==> config.mk <==
export PLATFORM = sky130hd
export DESIGN_NAME = mfp_ahb_lite_master_port
export DESIGN_NICKNAME = d
export VERILOG_FILES = /design/src/rtl/mfp_ahb_lite_master_port_pkg.sv /design/src/rtl/mfp_ahb_lite_master_port.sv
export SDC_FILE = /design/constraint.sdc
export NUM_CORES = 1
export LEC_CHECK = 0
export ABC_AREA = 1
export BUFFER_PORTS_ARGS = -buffer_cell sky130_fd_sc_hd__buf_2
export CAP_MARGIN = 10
export CELL_PAD_IN_SITES_DETAIL_PLACEMENT = 0
export CELL_PAD_IN_SITES_GLOBAL_PLACEMENT = 1
export CORE_MARGIN = 3
export CORE_UTILIZATION = 35
export CTS_BUF_LIST = sky130_fd_sc_hd__clkbuf_8
export DETAILED_ROUTE_END_ITERATION = 6
export PLACE_DENSITY = 0.89
export SKIP_LAST_GASP = 1
export SLEW_MARGIN = 15
export SYNTH_ARGS = -nofsm -noshare
export SYNTH_HDL_FRONTEND = slang
export SYNTH_SLANG_ARGS = --single-unit
==> constraint.sdc <==
create_clock -name HCLK -period 5.45 [get_ports HCLK]
set_input_delay 0.545 -clock HCLK [delete_from_list [all_inputs] [get_ports HCLK]]
set_output_delay 0.545 -clock HCLK [all_outputs]
set_load 0.01 [all_outputs]
==> src/rtl/mfp_ahb_lite_master_port_pkg.sv <==
// mfp_ahb_lite_master_port_pkg: AHB-Lite encodings and local alignment check
package mfp_ahb_lite_master_port_pkg;
  localparam logic [1:0] HTRANS_IDLE   = 2'b00;
  localparam logic [1:0] HTRANS_NONSEQ = 2'b10;
  localparam logic [2:0] HSIZE_8       = 3'd0;
  localparam logic [2:0] HSIZE_16      = 3'd1;
  localparam logic [2:0] HSIZE_32      = 3'd2;
  localparam logic [2:0] HBURST_SINGLE = 3'b000;
  localparam logic       HRESP_OKAY    = 1'b0;
  localparam logic       HRESP_ERROR   = 1'b1;
  function automatic logic misaligned(input logic [1:0] addr, input logic [2:0] size);
    return (size > HSIZE_32) | ((size == HSIZE_16) & addr[0]) | ((size == HSIZE_32) & (addr != 2'b00));
  endfunction
endpackage

==> src/rtl/mfp_ahb_lite_master_port.sv <==
// mfp_ahb_lite_master_port: valid/ready command stream to pipelined AHB-Lite SINGLE transfers
module mfp_ahb_lite_master_port
  import mfp_ahb_lite_master_port_pkg::*;
#(
  parameter logic [3:0] HPROT_VALUE = 4'b0011,
  parameter bit         CHECK_ALIGN = 1'b1
) (
  input  logic        HCLK,
  input  logic        HRESET,
  input  logic        cmd_valid,
  output logic        cmd_ready,
  input  logic [31:0] cmd_addr,
  input  logic        cmd_write,
  input  logic [2:0]  cmd_size,
  input  logic [31:0] cmd_wdata,
  output logic        rsp_valid,
  output logic [31:0] rsp_rdata,
  output logic        rsp_err,
  output logic        busy,
  output logic [31:0] HADDR,
  output logic [2:0]  HBURST,
  output logic        HMASTLOCK,
  output logic [3:0]  HPROT,
  output logic [2:0]  HSIZE,
  output logic [1:0]  HTRANS,
  output logic [31:0] HWDATA,
  output logic        HWRITE,
  input  logic [31:0] HRDATA,
  input  logic        HREADY,
  input  logic        HRESP
);
  logic        r_ap_valid, r_ap_write, r_ap_lerr;
  logic [31:0] r_ap_addr, r_ap_wdata;
  logic [2:0]  r_ap_size;
  logic        r_dp_valid, r_dp_write, r_dp_lerr;
  logic [31:0] r_dp_wdata;
  logic        r_err1;
  logic        w_accept, w_cancel, w_lerr;
  assign cmd_ready = (~r_ap_valid | HREADY) & ~r_err1;
  assign w_accept  = cmd_valid & cmd_ready;
  // the entry behind an ERROR is dropped from the bus in the second error cycle
  assign w_cancel  = r_err1 & r_ap_valid;
  assign w_lerr    = CHECK_ALIGN & misaligned(cmd_addr[1:0], cmd_size);
  assign HTRANS    = (r_ap_valid & ~r_ap_lerr & ~w_cancel) ? HTRANS_NONSEQ : HTRANS_IDLE;
  assign HADDR     = r_ap_addr;
  assign HWRITE    = r_ap_write;
  assign HSIZE     = r_ap_size;
  assign HWDATA    = r_dp_wdata;
  assign HBURST    = HBURST_SINGLE;
  assign HMASTLOCK = 1'b0;
  assign HPROT     = HPROT_VALUE;
  assign busy      = r_ap_valid | r_dp_valid;
  // address/data stage pipeline, ERROR tracking and response generation
  always_ff @(posedge HCLK or posedge HRESET) begin
    if (HRESET) begin
      r_ap_valid <= 1'b0;
      r_ap_write <= 1'b0;
      r_ap_lerr  <= 1'b0;
      r_ap_addr  <= '0;
      r_ap_wdata <= '0;
      r_ap_size  <= '0;
      r_dp_valid <= 1'b0;
      r_dp_write <= 1'b0;
      r_dp_lerr  <= 1'b0;
      r_dp_wdata <= '0;
      r_err1     <= 1'b0;
      rsp_valid  <= 1'b0;
      rsp_err    <= 1'b0;
      rsp_rdata  <= '0;
    end else begin
      if (HREADY) begin
        r_dp_valid <= r_ap_valid;
        r_dp_write <= r_ap_write;
        r_dp_wdata <= r_ap_wdata;
        r_dp_lerr  <= r_ap_lerr | w_cancel;
        rsp_valid  <= r_dp_valid;
        rsp_err    <= r_dp_valid & ((HRESP == HRESP_ERROR) | r_dp_lerr);
        rsp_rdata  <= (r_dp_valid & ~r_dp_write & ~r_dp_lerr) ? HRDATA : '0;
        r_err1     <= 1'b0;
      end else begin
        rsp_valid  <= 1'b0;
        r_err1     <= r_err1 | (r_dp_valid & (HRESP == HRESP_ERROR));
      end
      if (HREADY | ~r_ap_valid) r_ap_valid <= w_accept;
      if (w_accept) begin
        r_ap_addr  <= cmd_addr;
        r_ap_write <= cmd_write;
        r_ap_size  <= cmd_size;
        r_ap_wdata <= cmd_wdata;
        r_ap_lerr  <= w_lerr;
      end
    end
  end
endmodule

# Word-level counts from Yosys, hierarchy flattened
# Index checks and enable logic that the tools add are counted.
totals:
  reg_bits: 140
  latch_bits: 0
  ram_bits: 0
  mem_bits_ro: 0
  inputBits: 105
  output_inout_bits: 114
  elab_cells: 46
  n_memories: 0
op_classes:
  addsub: 0
  n_mul: 0
  div: 0
  order_cmp: 1
  eq_ne: 2
  shift: 0
  muxes: 4
  n_bitwise: 24
  reduce_logical: 1
op_table:
  columns: ["operator", "count"]
  rows:
  - ["$mux 32", 1]
  - ["$and 1x1->1", 11]
  - ["$or 1x1->1", 7]
  - ["$not 1->1", 6]
  - ["$eq 3x1->1 const B", 1]
  - ["$eq 3x2->1 const B", 1]
  - ["$gt 3x2->1 const B", 1]
  - ["$mux 1", 2]
  - ["$mux 2", 1]
  - ["$reduce_bool 2->1", 1]

# Logic depth before layout (Yosys ltp)
logic_depth:
  ltp_word: 4
  ltp_mapped: 7
  ltp_nobuf: 6

# Least setup slack after synthesis
# Ideal clock, no wire load.
synth_path:
  kind: "input port to output port"
  start: "in HREADY"
  end: "out cmd_ready"
  t_arrival_ns: 1.074
  t_required_ns: 4.905
  slack_ns: 3.831
  cell_stages: 4
  path_buffers: 2
  path_cell_list: "buf_4 inv_2 a21oi_4 buf_2"
synth_via:
  elab_chain_cells: 2
synth_lines:
  columns: ["item", "line_no", "rtl"]
  rows:
  - ["start, declared", "mfp_ahb_lite_master_port.sv:29", "input logic HREADY,"]
  - ["$or 1x1->1", "mfp_ahb_lite_master_port.sv:39", "assign cmd_ready = (~r_ap_valid | HREADY) & ~r_err1;"]
  - ["$and 1x1->1", "mfp_ahb_lite_master_port.sv:39", null]
  - ["end, declared", "mfp_ahb_lite_master_port.sv:11", "output logic cmd_ready,"]
# Every way passes these cells.

# Final worst setup path
layout_path:
  start: "reg r_ap_valid"
  end: "out cmd_ready"
layout_via:
  elab_chain_cells: 3
layout_lines:
  columns: ["item", "line_no", "rtl"]
  rows:
  - ["start, declared", "mfp_ahb_lite_master_port.sv:32", "logic r_ap_valid, r_ap_write, r_ap_lerr;"]
  - ["start signal, assigned", "mfp_ahb_lite_master_port.sv:84", "if (HREADY | ~r_ap_valid) r_ap_valid <= w_accept;"]
  - ["$not 1->1", "mfp_ahb_lite_master_port.sv:39", null]
  - ["$or 1x1->1", "mfp_ahb_lite_master_port.sv:39", null]
  - ["$and 1x1->1", "mfp_ahb_lite_master_port.sv:39", null]
# Every way passes these cells.

==> impl_results.md <==
- Utilization of the core after routing: a little under half
- Slowest-stage cell, CP: a21oi_4
- Layout cells sized above 1: about 30%
- Post-Route Setup TNS: 0 ns
- Area Growth Syn to Fin: 27.7%
- CP Launch Type: flip-flop
- Synth warn: 0
- Commonest cells after routing, fill and taps aside: 309 x nand2_1, 209 x buf_2, 140 x dfrtp_1
- Commonest non-fill, non-tap cell in the layout: nand2_1
- Combinational Power Share: 18.9%
- Power share of the clock group: roughly 33%
- Cell taking the most area after synthesis: dfrtp_1
- Worst-Skew Late Latency: 0.43 ns
- Die height: ~130 um
- Crit path cell chain: a21oi_4, buf_2
- Worst Tran Pin Value: between 0.9 and 1 ns
- # Post-CTS Setup Buffers: 0
- First-pass GRT wire length: about 24,000 um
- Post-route DRC: 0
- ANT cells: 0
- Reg-to-reg startpoint: r_ap_valid$_DFFE_PP0N_
- Final Slew Violations: 0
- Number of antenna violations at the first check in global routing: 0
- Pwr/cell area: roughly 380 nW/um2
- Critical R2R Capture: HADDR[18]$_DFFE_PP0P_
- Clock transition at path regs: around 0.070 ns
- GP Congestion: between 0.7 and 0.8
- CTS Root Buffer Type: clkbuf_8
- PnR worst setup slack: 3.17 ns
- Starting Density: 36.1%
- Slowest stage delay, CP: 0.60 ns
- Status: finished, final reports clean
- Avg WL per Cell: 14.1 um
- Number of iterations in the first detailed-routing pass: 6
- Final Hold Vio Count: 0
- Max Buffers Root-to-Sink: 2
- Port bufs: roughly 210
- CP required: approximately 5 ns
- Fin crit share: roughly two fifths
- Final net count: a little over 900
- P_leak: just over 4 nW
- Top cell type's share of synthesized area: a little over three fifths
- Net Sw Frac: between 20% and 30%
- H-tree lvl count: 4
- Worst Path Buf+Inv: 1
- Core ar.: about 15,000 um2
- Gr usage total: 16.9%
- GRT overflow: 0
- Sequential power share: approximately 50%
- Reg-to-reg setup timing slack: 3.58 ns
- Cell internal pwr: 1.87 mW
- Layout Skew: 0.00656 ns
- Normalized max-slew margin: 36.4%
- Via count: around 4,800
- Num CTS Buffers: 17
- Chip width: ~130 um
- CP top delay family: compound AO/OA/AOI/OAI gates
- Synthesized flop and latch total: between 100 and 150
- Worst vdd ir: roughly 0.15 mV
- Initial drt markers: between 200 and 250
- CTS tree: yes
- CTS Sinks: 140
- CTS resizes: 0
- Via/cell ratio: ~4.6
- DP HPWL: 9460 um
- Number of core rows: 45
- Cells after Synth: about 630
- Synth area leaders: dfrtp_1 63%, nand2_1 21%, nand3_1 6.0%, o21ai_0 3.4%, buf_4 1.8%
- Synthesized area: between 5000 and 6000 um2
- Worst Path Arrival: approximately 1.7 ns
- Largest net degree at the start of global routing: slightly below 90
- Die ar.: about 17,000 um2
- Setup violations, final: 0
- CP Capture Type: output port
- Post-synthesis sequential area ratio: between 60 and 70%
- CP max FO: 25
- I/O pins: between 200 and 250
- Pre-CTS setup slack: slightly below 3 ns
- Mapped Avg Cell Area: around 8.9 um2
- Post-Route WL: between 10,000 and 15,000 um
- Vias in the first global route: roughly 4,600
- Sw power: around 0.80 mW
- Kind of critical path: reg2out
- Min-Delay Path Class: in2async
- Min Tclk post-route: ~2.3 ns
- Final antenna-violating net count: 0
- CTS Hold Bufs: 0
- Fmax: 0.439 GHz
- R2R depth: 4
- Max capacitance violation total: 0
- Post-synth cell types: 17
- RSZ-0062 raised after global routing: false
==> how the worst max path moves through the flow <==
stage,startpoint,cells past startpoint,endpoint
2_1_floorplan,HRESET,1,HADDR[0]$_DFFE_PP0P_
3_3_place_gp,cmd_valid,6,HSIZE[2]$_DFFE_PP0P_
3_5_place_dp,cmd_valid,6,HADDR[12]$_DFFE_PP0P_
4_1_cts,r_ap_valid$_DFFE_PP0N_,2,cmd_ready
5_1_grt,r_ap_valid$_DFFE_PP0N_,2,cmd_ready
6_report,r_ap_valid$_DFFE_PP0N_,2,cmd_ready
==> synth_stat cells, drive strengths merged <==
cell type and instances:
a21oi 2, buf 33, clkbuf 16, conb 2
dfrtp 140, inv 10, nand2 309, nand3 68
nand4 1, nor2 5, o21ai 39
==> cell type report <==
cell class                 instances  area (um2)
timing repair buffer             215        1090
sequential                       140        3500
fill                            1552        8280
multi-input combinational        433        1780
inverter                          10        42.5
clock buffer                      19         262
tap                              211         264
clock inverter                    12         146
==> per-layer routing <==
metal | vias up | wire length, um | track usage, %
met5 | - | 0 | 0
met4 | 0 | 134 | 4.61
met3 | 11 | 1260 | 6.64
met2 | 189 | 6680 | 25.4
met1 | 2259 | 6590 | 22.8
li1 | 2323 | - | -
==> logic make-up (layout without fill, tap and decap cells) <==
logic type,count (synthesis),count (layout),share of synthesized area [%]
buf+inv,59,256,5.28
simple gates,383,383,27.6
compound gates,41,41,3.90
flops,140,140,63.1
other cells,2,9,0.135
==> state kept, by name, summed over array words and instances (netlist names) <==
signal / cells
HADDR: 32
HSIZE: 3
HWDATA: 32
HWRITE: 1
r_ap_lerr: 1
r_ap_valid: 1
r_ap_wdata: 32
r_dp_lerr: 1
r_dp_valid: 1
r_dp_write: 1
r_err1: 1
rsp_err: 1
rsp_rdata: 32
rsp_valid: 1
==> metrics by stage <==
stage / hold WS, ns / cells / total power [mW] / area (um2)
2_1_floorplan: 0.443 / 632 / 1.60 / 5580
3_3_place_gp: 0.449 / 1009 / 1.82 / 6680
3_5_place_dp: 0.453 / 1009 / 1.83 / 6680
4_1_cts: 0.274 / 1040 / 2.71 / 7090
5_1_grt: 0.283 / 1040 / 2.83 / 7090
6_report: 0.232 / 1040 / 2.67 / 7090
==> power groups by stage <==
stage / sequential, mW / clock, mW / combinational (mW)
after global routing: 1.32 / 0.940 / 0.571
after CTS: 1.30 / 0.895 / 0.516
after detailed placement: 1.31 / 0 / 0.517
after global placement: 1.32 / 0 / 0.502
final: 1.30 / 0.869 / 0.504
after floorplan: 1.36 / 0 / 0.242
Power figures use the tool's default switching activity.
